==> src/rtl/usr_pkg.sv <==
// Shared definitions for the universal-shift-register sequencer: register mode codes,
// command encodings and the controller state type.
package usr_pkg;

  localparam logic [1:0] MODE_HOLD = 2'b00;
  localparam logic [1:0] MODE_SHR  = 2'b01;
  localparam logic [1:0] MODE_SHL  = 2'b10;
  localparam logic [1:0] MODE_LOAD = 2'b11;

  localparam logic OP_TX   = 1'b0;
  localparam logic OP_RX   = 1'b1;
  localparam logic DIR_LSB = 1'b0;
  localparam logic DIR_MSB = 1'b1;

  typedef enum logic [1:0] {
    StIdle,
    StLoad,
    StShift,
    StDone
  } state_e;

endpackage

==> src/rtl/usr_seq_ctrl_if.sv <==
// Client command bus plus shift-register control bundle for usr_seq_ctrl.
// The slave modport is the controller's view; master is the client/register side.
interface usr_seq_ctrl_if #(
  parameter int unsigned WIDTH = 4,
  parameter int unsigned CW    = $clog2(WIDTH + 1)
);

  logic             cmd_valid;
  logic             cmd_ready;
  logic             cmd_op;
  logic             cmd_dir;
  logic [CW-1:0]    cmd_len;
  logic [WIDTH-1:0] cmd_data;
  logic             shift_en;
  logic             abort;
  logic             ser_in;
  logic             sr_sout;
  logic [1:0]       sr_mode;
  logic [WIDTH-1:0] sr_pin;
  logic             sr_sin;
  logic             ser_out;
  logic             ser_out_valid;
  logic             busy;
  logic             done;
  logic             err;
  logic             aborted;

  modport master (
    output cmd_valid, cmd_op, cmd_dir, cmd_len, cmd_data, shift_en, abort, ser_in, sr_sout,
    input  cmd_ready, sr_mode, sr_pin, sr_sin, ser_out, ser_out_valid, busy, done, err, aborted
  );

  modport slave (
    input  cmd_valid, cmd_op, cmd_dir, cmd_len, cmd_data, shift_en, abort, ser_in, sr_sout,
    output cmd_ready, sr_mode, sr_pin, sr_sin, ser_out, ser_out_valid, busy, done, err, aborted
  );

endinterface

==> src/rtl/usr_bit_cnt.sv <==
// Loadable down-counter for remaining shift bits; saturates at zero and flags a count of one.
module usr_bit_cnt #(
  parameter int unsigned CW = 3
) (
  input  logic          clk,
  input  logic          rst,
  input  logic          load_i,
  input  logic [CW-1:0] load_val_i,
  input  logic          en_i,
  output logic          is_one_o
);

  logic [CW-1:0] cnt_q, cnt_d;

  always_comb begin
    cnt_d = cnt_q;
    if (load_i) begin
      cnt_d = load_val_i;
    end else if (en_i && (cnt_q != '0)) begin
      cnt_d = cnt_q - 1'b1;
    end
  end

  always_ff @(posedge clk or posedge rst) begin
    if (rst) begin
      cnt_q <= '0;
    end else begin
      cnt_q <= cnt_d;
    end
  end

  assign is_one_o = (cnt_q == CW'(1));

endmodule

==> src/rtl/usr_seq_ctrl.sv <==
// Command sequencer for a universal shift register: loads and shifts out a word (transmit)
// or shifts in a word (receive), then pulses done.
module usr_seq_ctrl
  import usr_pkg::*;
#(
  parameter int unsigned WIDTH = 4,
  parameter int unsigned CW    = $clog2(WIDTH + 1),
  parameter logic        FILL  = 1'b0
) (
  input logic          clk,
  input logic          rst,
  usr_seq_ctrl_if.slave bus
);

  state_e           state_q, state_d;
  logic             op_q, dir_q;
  logic [WIDTH-1:0] pin_q;
  logic             done_q, err_q, aborted_q;

  logic             accept;
  logic             abort_take;
  logic [CW-1:0]    len_clamped;
  logic             len_zero;
  logic             cnt_en;
  logic             cnt_is_one;

  assign accept      = bus.cmd_valid && (state_q == StIdle);
  assign len_clamped = (bus.cmd_len > CW'(WIDTH)) ? CW'(WIDTH) : bus.cmd_len;
  assign len_zero    = (len_clamped == '0);
  // Abort only counts while the register is being driven; IDLE/DONE ignore it.
  assign abort_take  = bus.abort && ((state_q == StLoad) || (state_q == StShift));

  usr_bit_cnt #(
    .CW (CW)
  ) u_bit_cnt (
    .clk        (clk),
    .rst        (rst),
    .load_i     (accept),
    .load_val_i (len_clamped),
    .en_i       (cnt_en),
    .is_one_o   (cnt_is_one)
  );

  always_ff @(posedge clk or posedge rst) begin
    if (rst) begin
      state_q <= StIdle;
    end else begin
      state_q <= state_d;
    end
  end

  always_comb begin
    state_d = state_q;
    unique case (state_q)
      StIdle: begin
        if (accept) begin
          if (len_zero) begin
            state_d = StDone;
          end else if (bus.cmd_op == OP_TX) begin
            state_d = StLoad;
          end else begin
            state_d = StShift;
          end
        end
      end
      StLoad: begin
        state_d = abort_take ? StIdle : StShift;
      end
      StShift: begin
        if (abort_take) begin
          state_d = StIdle;
        end else if (bus.shift_en && cnt_is_one) begin
          state_d = StDone;
        end
      end
      StDone: begin
        state_d = StIdle;
      end
      default: state_d = StIdle;
    endcase
  end

  always_comb begin
    bus.sr_mode       = MODE_HOLD;
    bus.ser_out_valid = 1'b0;
    cnt_en            = 1'b0;
    unique case (state_q)
      StLoad: begin
        if (!abort_take) begin
          bus.sr_mode = MODE_LOAD;
        end
      end
      StShift: begin
        if (!abort_take && bus.shift_en) begin
          bus.sr_mode       = (dir_q == DIR_MSB) ? MODE_SHL : MODE_SHR;
          bus.ser_out_valid = (op_q == OP_TX);
          cnt_en            = 1'b1;
        end
      end
      default: ;
    endcase
  end

  always_ff @(posedge clk or posedge rst) begin
    if (rst) begin
      op_q      <= OP_TX;
      dir_q     <= DIR_LSB;
      pin_q     <= '0;
      done_q    <= 1'b0;
      err_q     <= 1'b0;
      aborted_q <= 1'b0;
    end else begin
      if (accept) begin
        op_q  <= bus.cmd_op;
        dir_q <= bus.cmd_dir;
        pin_q <= bus.cmd_data;
      end
      done_q    <= (state_d == StDone);
      err_q     <= accept && len_zero;
      aborted_q <= abort_take;
    end
  end

  assign bus.cmd_ready = (state_q == StIdle);
  assign bus.busy      = (state_q != StIdle);
  assign bus.sr_sin    = (op_q == OP_RX) ? bus.ser_in : FILL;
  assign bus.ser_out   = bus.sr_sout;
  assign bus.sr_pin    = pin_q;
  assign bus.done      = done_q;
  assign bus.err       = err_q;
  assign bus.aborted   = aborted_q;

endmodule
==> src/flat_wrapper.sv <==
// flat-port wrapper written by rule: the top's interface ports become plain ports
module usr_seq_ctrl_flat import usr_pkg::*;
#(
  parameter int unsigned WIDTH = 4,
  parameter int unsigned CW    = $clog2(WIDTH + 1),
  parameter logic        FILL  = 1'b0
)
  (clk, rst, bus_cmd_valid, bus_cmd_op, bus_cmd_dir, bus_cmd_len, bus_cmd_data, bus_shift_en, bus_abort, bus_ser_in, bus_sr_sout, bus_cmd_ready, bus_sr_mode, bus_sr_pin, bus_sr_sin, bus_ser_out, bus_ser_out_valid, bus_busy, bus_done, bus_err, bus_aborted);
  usr_seq_ctrl_if #(.WIDTH(WIDTH), .CW(CW)) bus_i ();
  input logic clk;
  input logic rst;
  input wire logic [$bits(bus_i.cmd_valid)-1:0] bus_cmd_valid;
  input wire logic [$bits(bus_i.cmd_op)-1:0] bus_cmd_op;
  input wire logic [$bits(bus_i.cmd_dir)-1:0] bus_cmd_dir;
  input wire logic [$bits(bus_i.cmd_len)-1:0] bus_cmd_len;
  input wire logic [$bits(bus_i.cmd_data)-1:0] bus_cmd_data;
  input wire logic [$bits(bus_i.shift_en)-1:0] bus_shift_en;
  input wire logic [$bits(bus_i.abort)-1:0] bus_abort;
  input wire logic [$bits(bus_i.ser_in)-1:0] bus_ser_in;
  input wire logic [$bits(bus_i.sr_sout)-1:0] bus_sr_sout;
  output wire logic [$bits(bus_i.cmd_ready)-1:0] bus_cmd_ready;
  output wire logic [$bits(bus_i.sr_mode)-1:0] bus_sr_mode;
  output wire logic [$bits(bus_i.sr_pin)-1:0] bus_sr_pin;
  output wire logic [$bits(bus_i.sr_sin)-1:0] bus_sr_sin;
  output wire logic [$bits(bus_i.ser_out)-1:0] bus_ser_out;
  output wire logic [$bits(bus_i.ser_out_valid)-1:0] bus_ser_out_valid;
  output wire logic [$bits(bus_i.busy)-1:0] bus_busy;
  output wire logic [$bits(bus_i.done)-1:0] bus_done;
  output wire logic [$bits(bus_i.err)-1:0] bus_err;
  output wire logic [$bits(bus_i.aborted)-1:0] bus_aborted;
  assign bus_i.cmd_valid = bus_cmd_valid;
  assign bus_i.cmd_op = bus_cmd_op;
  assign bus_i.cmd_dir = bus_cmd_dir;
  assign bus_i.cmd_len = bus_cmd_len;
  assign bus_i.cmd_data = bus_cmd_data;
  assign bus_i.shift_en = bus_shift_en;
  assign bus_i.abort = bus_abort;
  assign bus_i.ser_in = bus_ser_in;
  assign bus_i.sr_sout = bus_sr_sout;
  assign bus_cmd_ready = bus_i.cmd_ready;
  assign bus_sr_mode = bus_i.sr_mode;
  assign bus_sr_pin = bus_i.sr_pin;
  assign bus_sr_sin = bus_i.sr_sin;
  assign bus_ser_out = bus_i.ser_out;
  assign bus_ser_out_valid = bus_i.ser_out_valid;
  assign bus_busy = bus_i.busy;
  assign bus_done = bus_i.done;
  assign bus_err = bus_i.err;
  assign bus_aborted = bus_i.aborted;
  usr_seq_ctrl #(.WIDTH(WIDTH), .CW(CW), .FILL(FILL)) u_core (.clk(clk), .rst(rst), .bus(bus_i));
endmodule
==> config.mk <==
export PLATFORM = sky130hd
export DESIGN_NAME = usr_seq_ctrl_flat
export DESIGN_NICKNAME = d
export VERILOG_FILES = /design/src/rtl/usr_pkg.sv /design/src/rtl/usr_seq_ctrl_if.sv /design/src/rtl/usr_bit_cnt.sv /design/src/rtl/usr_seq_ctrl.sv /design/src/flat_wrapper.sv
export SDC_FILE = /design/constraint.sdc
export NUM_CORES = 1
export LEC_CHECK = 0
export ABC_AREA = 1
export BUFFER_PORTS_ARGS = -buffer_cell sky130_fd_sc_hd__buf_2
export CAP_MARGIN = 20
export CORE_MARGIN = 5
export CORE_UTILIZATION = 43
export DETAILED_ROUTE_END_ITERATION = 8
export MAX_ROUTING_LAYER = met4
export PLACE_DENSITY_LB_ADDON = 0.15
export SLEW_MARGIN = 20
export SYNTH_ARGS = -nofsm -noshare
export SYNTH_HDL_FRONTEND = slang
export SYNTH_SLANG_ARGS = --single-unit
export TNS_END_PERCENT = 5
==> constraint.sdc <==
create_clock -name clk -period 1.7 [get_ports clk]
set_clock_uncertainty 0.15 [all_clocks]
set_input_delay 0.34 -clock clk [delete_from_list [all_inputs] [get_ports clk]]
set_output_delay 0.34 -clock clk [all_outputs]
set_load 0.01 [all_outputs]
Word-level counts from Yosys, hierarchy flattened:

Index checks and enable logic that the tools add are counted.
Widths: inputs -> output; s select.

* logic and storage cells: 48
* flip-flop bits (word level): 14

* mux-type cells: 19
* reduce and logical (&&, ||, !) cells: 13
* bitwise operators: 1
* order comparisons: 1
* $add $sub $neg: 1
* equality and inequality tests: 5

Operators by type and width (number)
* $mux 2: 9
* $mux 3: 3
* $pmux 2 s4: 1
* $eq 2x2->1 const B: 3
* $logic_and 1x1->1: 6
* $mux 1: 5
* $pmux 2 s2: 1
* $reduce_bool 2->1: 2
* $eq 3x1->1 const B: 1
* $gt 3x3->1 const B: 1
* $logic_not 3->1: 1
* $reduce_bool 3->1: 1
* $sub 3x1->3 const B: 1
* $eq 2x1->1 const B: 1
* $logic_not 2->1: 1
* $logic_not 1->1: 1
* $logic_or 1x1->1: 1
* $not 1->1: 1

Depth between registers and ports, before layout:

* depth after elaboration: 10
* depth in mapped cells: 9

Cells and area by module:

Synthesis repeated with hierarchy kept, for this count alone.

* cell total of the unflattened synthesis: 123
* area, all modules: 875.8 µm²

Modules (own cells, without submodules)
* usr_seq_ctrl: cells an instance 90, area each 641.9 µm², instances 1
* usr_bit_cnt: cells an instance 33, area each 234.0 µm², instances 1

Worst setup path after synthesis:

OpenSTA, ideal clock, no wires.

* path kind: register -> output
* from: register u_core.state_q[1]
* to: output port bus_sr_mode[0]
* arrival time: 1.308 ns
* slack: -0.098 ns
* data required time: 1.210 ns
* stages on the path, launching flop included: 8
* cell sequence: dfrtp_1 inv_1 ha_1 nand2_1 nand2_1 nor2_2 nand2_1 a21oi_1

* longest elaborated chain between the ends: 7
* elaborated cells on any way between the ends: 9
* classes of those cells: eq/ne (2); mux (3); reduce/logical (4)

RTL lines
* start, declared: RTL line usr_seq_ctrl.sv:15 `state_e state_q, state_d;`
* start signal, assigned: RTL line usr_seq_ctrl.sv:46 `state_q <= StIdle;`
* start signal, assigned: RTL line usr_seq_ctrl.sv:48 `state_q <= state_d;`
* $eq 2x1->1 or $eq 2x2->1 (tied branches): RTL line usr_seq_ctrl.sv:31, usr_seq_ctrl.sv:87
* $logic_or 1x1->1: RTL line usr_seq_ctrl.sv:31 `assign abort_take = bus.abort && ((state_q == StLoad) || (state_q == StShift));`
* $logic_and 1x1->1: RTL line usr_seq_ctrl.sv:31
* $logic_not 1->1
* $logic_and 1x1->1: RTL line usr_seq_ctrl.sv:94 `if (!abort_take && bus.shift_en) begin`
* $mux 2: RTL line usr_seq_ctrl.sv:94
* $pmux 2 s2 *: RTL line usr_seq_ctrl.sv:87 `unique case (state_q)`
* end, declared: RTL line flat_wrapper.sv:22 `output wire logic [$bits(bus_i.sr_mode)-1:0] bus_sr_mode;`

Every way passes the cells marked *; elsewhere a longest branch is shown, timed or not.

Final worst setup path:

* from: register u_core.state_q[0]
* to: output port bus_sr_mode[1]

Same word-level chain as after synthesis.

==> results.sh <==
export IMPL_status="complete, but fails checks"
export IMPL_failed_checks="negative setup slack"
export IMPL_finalWirelength_mm=1.78
export IMPL_crit_path_start_kind="register"
export IMPL_cts_sinks=14
export IMPL_fin_crit_sh_pct=116
export IMPL_fmax_mhz=507
export IMPL_fillers=190
export IMPL_worst_hold_path_type="in2reg"
export IMPL_grt_max_degree=15
export IMPL_post_route_drc_count=0
export IMPL_grt_antenna_before_repair=0
export IMPL_grt_use_total_pct=14.4
export IMPL_synth_area_sq_um=836
export IMPL_cts_htree_levels=1
export IMPL_synth_top_area_share_pct=41.9
export IMPL_cts_tree="done"
export IMPL_diodes=0
export IMPL_p_leak_nw=0.670
export IMPL_cp_arrival_ns=1.48
export IMPL_clk_insertion_delay_late_ns=0.27
export IMPL_nets=171
export IMPL_yosysWarningCount=0
export IMPL_fp_coreArea_sq_um=1900
export IMPL_setup_worst_path_class="reg2out"
export IMPL_dp_hpwl_mm=1.48
export IMPL_avgRoutedWirePerCell_um=10.3
export IMPL_syn_to_final_growth_pct=33.2
export IMPL_dpl_cell_area_sq_um=1050
export IMPL_rsz0062_at_grt="true"
export IMPL_ys_seq_area_share_pct=41.9
export IMPL_initial_utilization_pct=43.9
export IMPL_die_w_um=54.1
export IMPL_grt_first_pass_wirelength_mm=2.95
export IMPL_netlist_instances=110
export IMPL_maxCapViolations=0
export IMPL_ys_ff_latch=14
export IMPL_ant_nets=0
export IMPL_syn_avg_cell_area_sq_um=7.60
export IMPL_crit_required_ns=1.21
export IMPL_fp_dieH_um=54.1
export IMPL_crit_fanout=3
export IMPL_boundaryPins=30
export IMPL_cts_buffers=3
export IMPL_synth_area_leader_cell="dfrtp_1"
export IMPL_power_density_nw_per_um2=1660
export IMPL_grt_pass1_vias=720
export IMPL_placementRows=16
export IMPL_synth_edf_count=0
export IMPL_drv_slew=0
export IMPL_async_flop_share_pct=100
export IMPL_gp_congestion=0.744
export IMPL_crit_path_end_kind="output port"
export IMPL_ir_drop_uv=785
export IMPL_dieArea_sq_um=2930
export IMPL_via_per_inst=4.38
export IMPL_relSlewSlack_pct=64.1
export IMPL_vias=757
export IMPL_grt_overflow=0
export IMPL_dr_pass1_iters=4
export IMPL_drt_iter0_drc=10
export IMPL_finalSetupTns_ns=-0.706
export IMPL_power_total_mw=1.85
export IMPL_timing_final_ws_setup_ns=-0.271
export IMPL_final_util_pct=58.6
export IMPL_syn_nets=133
export IMPL_setup_viol=3
export IMPL_synth_top_flop_cell="dfrtp_1"
export IMPL_clkSlewWorstSetupHoldPaths_ns=0.08
export IMPL_clockBufferDepth=2
export IMPL_portBuffers=27
export IMPL_synth_area_top_cells="dfrtp_1 42%, nand2_1 18%, ha_1 10%"
export IMPL_drive_above_1_share_pct=36.3
export IMPL_clock_root_buffer="clkbuf_4"
export IMPL_worst_pin_slew_ns=0.537
export IMPL_min_period_ns=1.97
export IMPL_synth_distinct_cells=17
export IMPL_hold_viol_final=0
export IMPL_final_cell_area_sq_um=1110
-- kinds of logic after synthesis --
group           count (synthesis)  share of synthesized area (%)
fa+ha+maj                       7                           10.5
flops                          14                           41.9
buf+inv                        23                           11.7
compound gates                  9                           5.99
simple gates                   57                           29.9
-- registers in the layout (all words and copies together), names as in the netlist --
| signal | cells |
|---|---|
| u_core.dir_q | 1 |
| u_core.bus.err | 1 |
| u_core.bus.done | 1 |
| u_core.bus.aborted | 1 |
| u_core.bus.sr_pin | 4 |
| u_core.op_q | 1 |
| u_core.u_bit_cnt.cnt_q | 3 |
| u_core.state_q | 2 |
-- synth_stat cells (3+ instances only) --
cell and n:
dfrtp_1 14, a21oi_1 4, nor2_1 3, nand3_1 5, nand2_1 40, inv_1 21
nor2_2 3, nand2_2 3, o21ai_0 3, ha_1 7
-- placed cells by master (no fill, tap or decap) --
master	n
inv_1	19
nor3_1	1
dlygate4sd3_1	1
nor2_1	3
buf_4	7
nor2_2	2
ha_1	6
nand2_2	4
nand3_2	1
dfrtp_1	14
nand2_4	3
o21ai_0	3
clkbuf_4	3
ha_4	1
inv_2	2
nand2_1	37
o21a_1	1
a21boi_1	1
a21oi_2	2
a21oi_1	2
nand3_1	5
buf_2	27
nor2_4	1
-- path summary, 6_finish.rpt --
path / start / endpoint / slack (ns) / depth (start not counted)
max: u_core.state_q[0] / bus_sr_mode[1] / -0.27 / 8
min: bus_cmd_data[1] / u_core.bus.sr_pin[1] / 0.10 / 3
max reg2reg: u_core.state_q[0] / u_core.u_bit_cnt.cnt_q[1] / 0.17 / 7
min reg2reg: u_core.bus.sr_pin[2] / u_core.bus.sr_pin[2] / 0.33 / 2
max in group asynchronous: rst / u_core.state_q[1] / 0.54 / 3
min in group asynchronous: rst / u_core.u_bit_cnt.cnt_q[1] / 0.50 / 3
-- metrics by stage --
| step | std cells | hold WS [ns] | setup WS (ns) |
|---|---|---|---|
| 5_1_grt | 173 | 0.105 | -0.376 |
| 2_1_floorplan | 110 | 0.0792 | -0.000670 |
| 3_5_place_dp | 167 | 0.264 | -0.0753 |
| 3_3_place_gp | 167 | 0.260 | -0.0232 |
| 4_1_cts | 173 | 0.105 | -0.295 |
| 6_report | 173 | 0.103 | -0.271 |
-- metal layers --
layer | vias to the layer above | GRT usage (%) | share of wire [%]
met3 | 2 | 2.49 | 7.9
met4 | 0 | 4.98 | 0.73
met2 | 29 | 22.8 | 45
met1 | 324 | 18.5 | 47
li1 | 402 | - | -
met5 | - | - | 0
-- power breakdown --
| group | internal (mW) | leakage (nW) | switching [mW] | total [mW] |
|---|---|---|---|---|
| registers | 0.480 | 0.176 | 0.0781 | 0.558 |
| logic | 0.486 | 0.481 | 0.622 | 1.11 |
| clock network | 0.0819 | 0.0138 | 0.0993 | 0.181 |
| total | 1.05 | 0.670 | 0.799 | 1.85 |
-- what timing repair did --
item | 4_1_cts | 5_1_grt
endpoints found under the hold margin | 14 | 0
pin swaps | 5 | 0
gates cloned | 0 | 0
endpoints found under the setup margin | 3 | 3
hold buffers | 1 | 0
setup buffers | 2 | 0
resized for setup | 2 | 2
-- cell type report --
cell class	instances	area [sq um]	share of cell area [%]
multi-input cells	73	430	38.7
flip-flops and latches	14	350	31.5
repair buffers	35	198	17.8
inverters	21	78.8	7.08
well taps	27	33.8	3.03
clock buffers	3	22.5	2.02
-- worst max-delay path, cell delays in order, from the launching register on --
cell and delay, ns:
dfrtp_1 0.39, inv_2 0.09, ha_4 0.21, nand2_4 0.06
nand2_4 0.06, nor2_4 0.10, nand2_1 0.07, a21oi_2 0.10
buf_2 0.13
No activity file was read; power rests on OpenSTA's default activity.
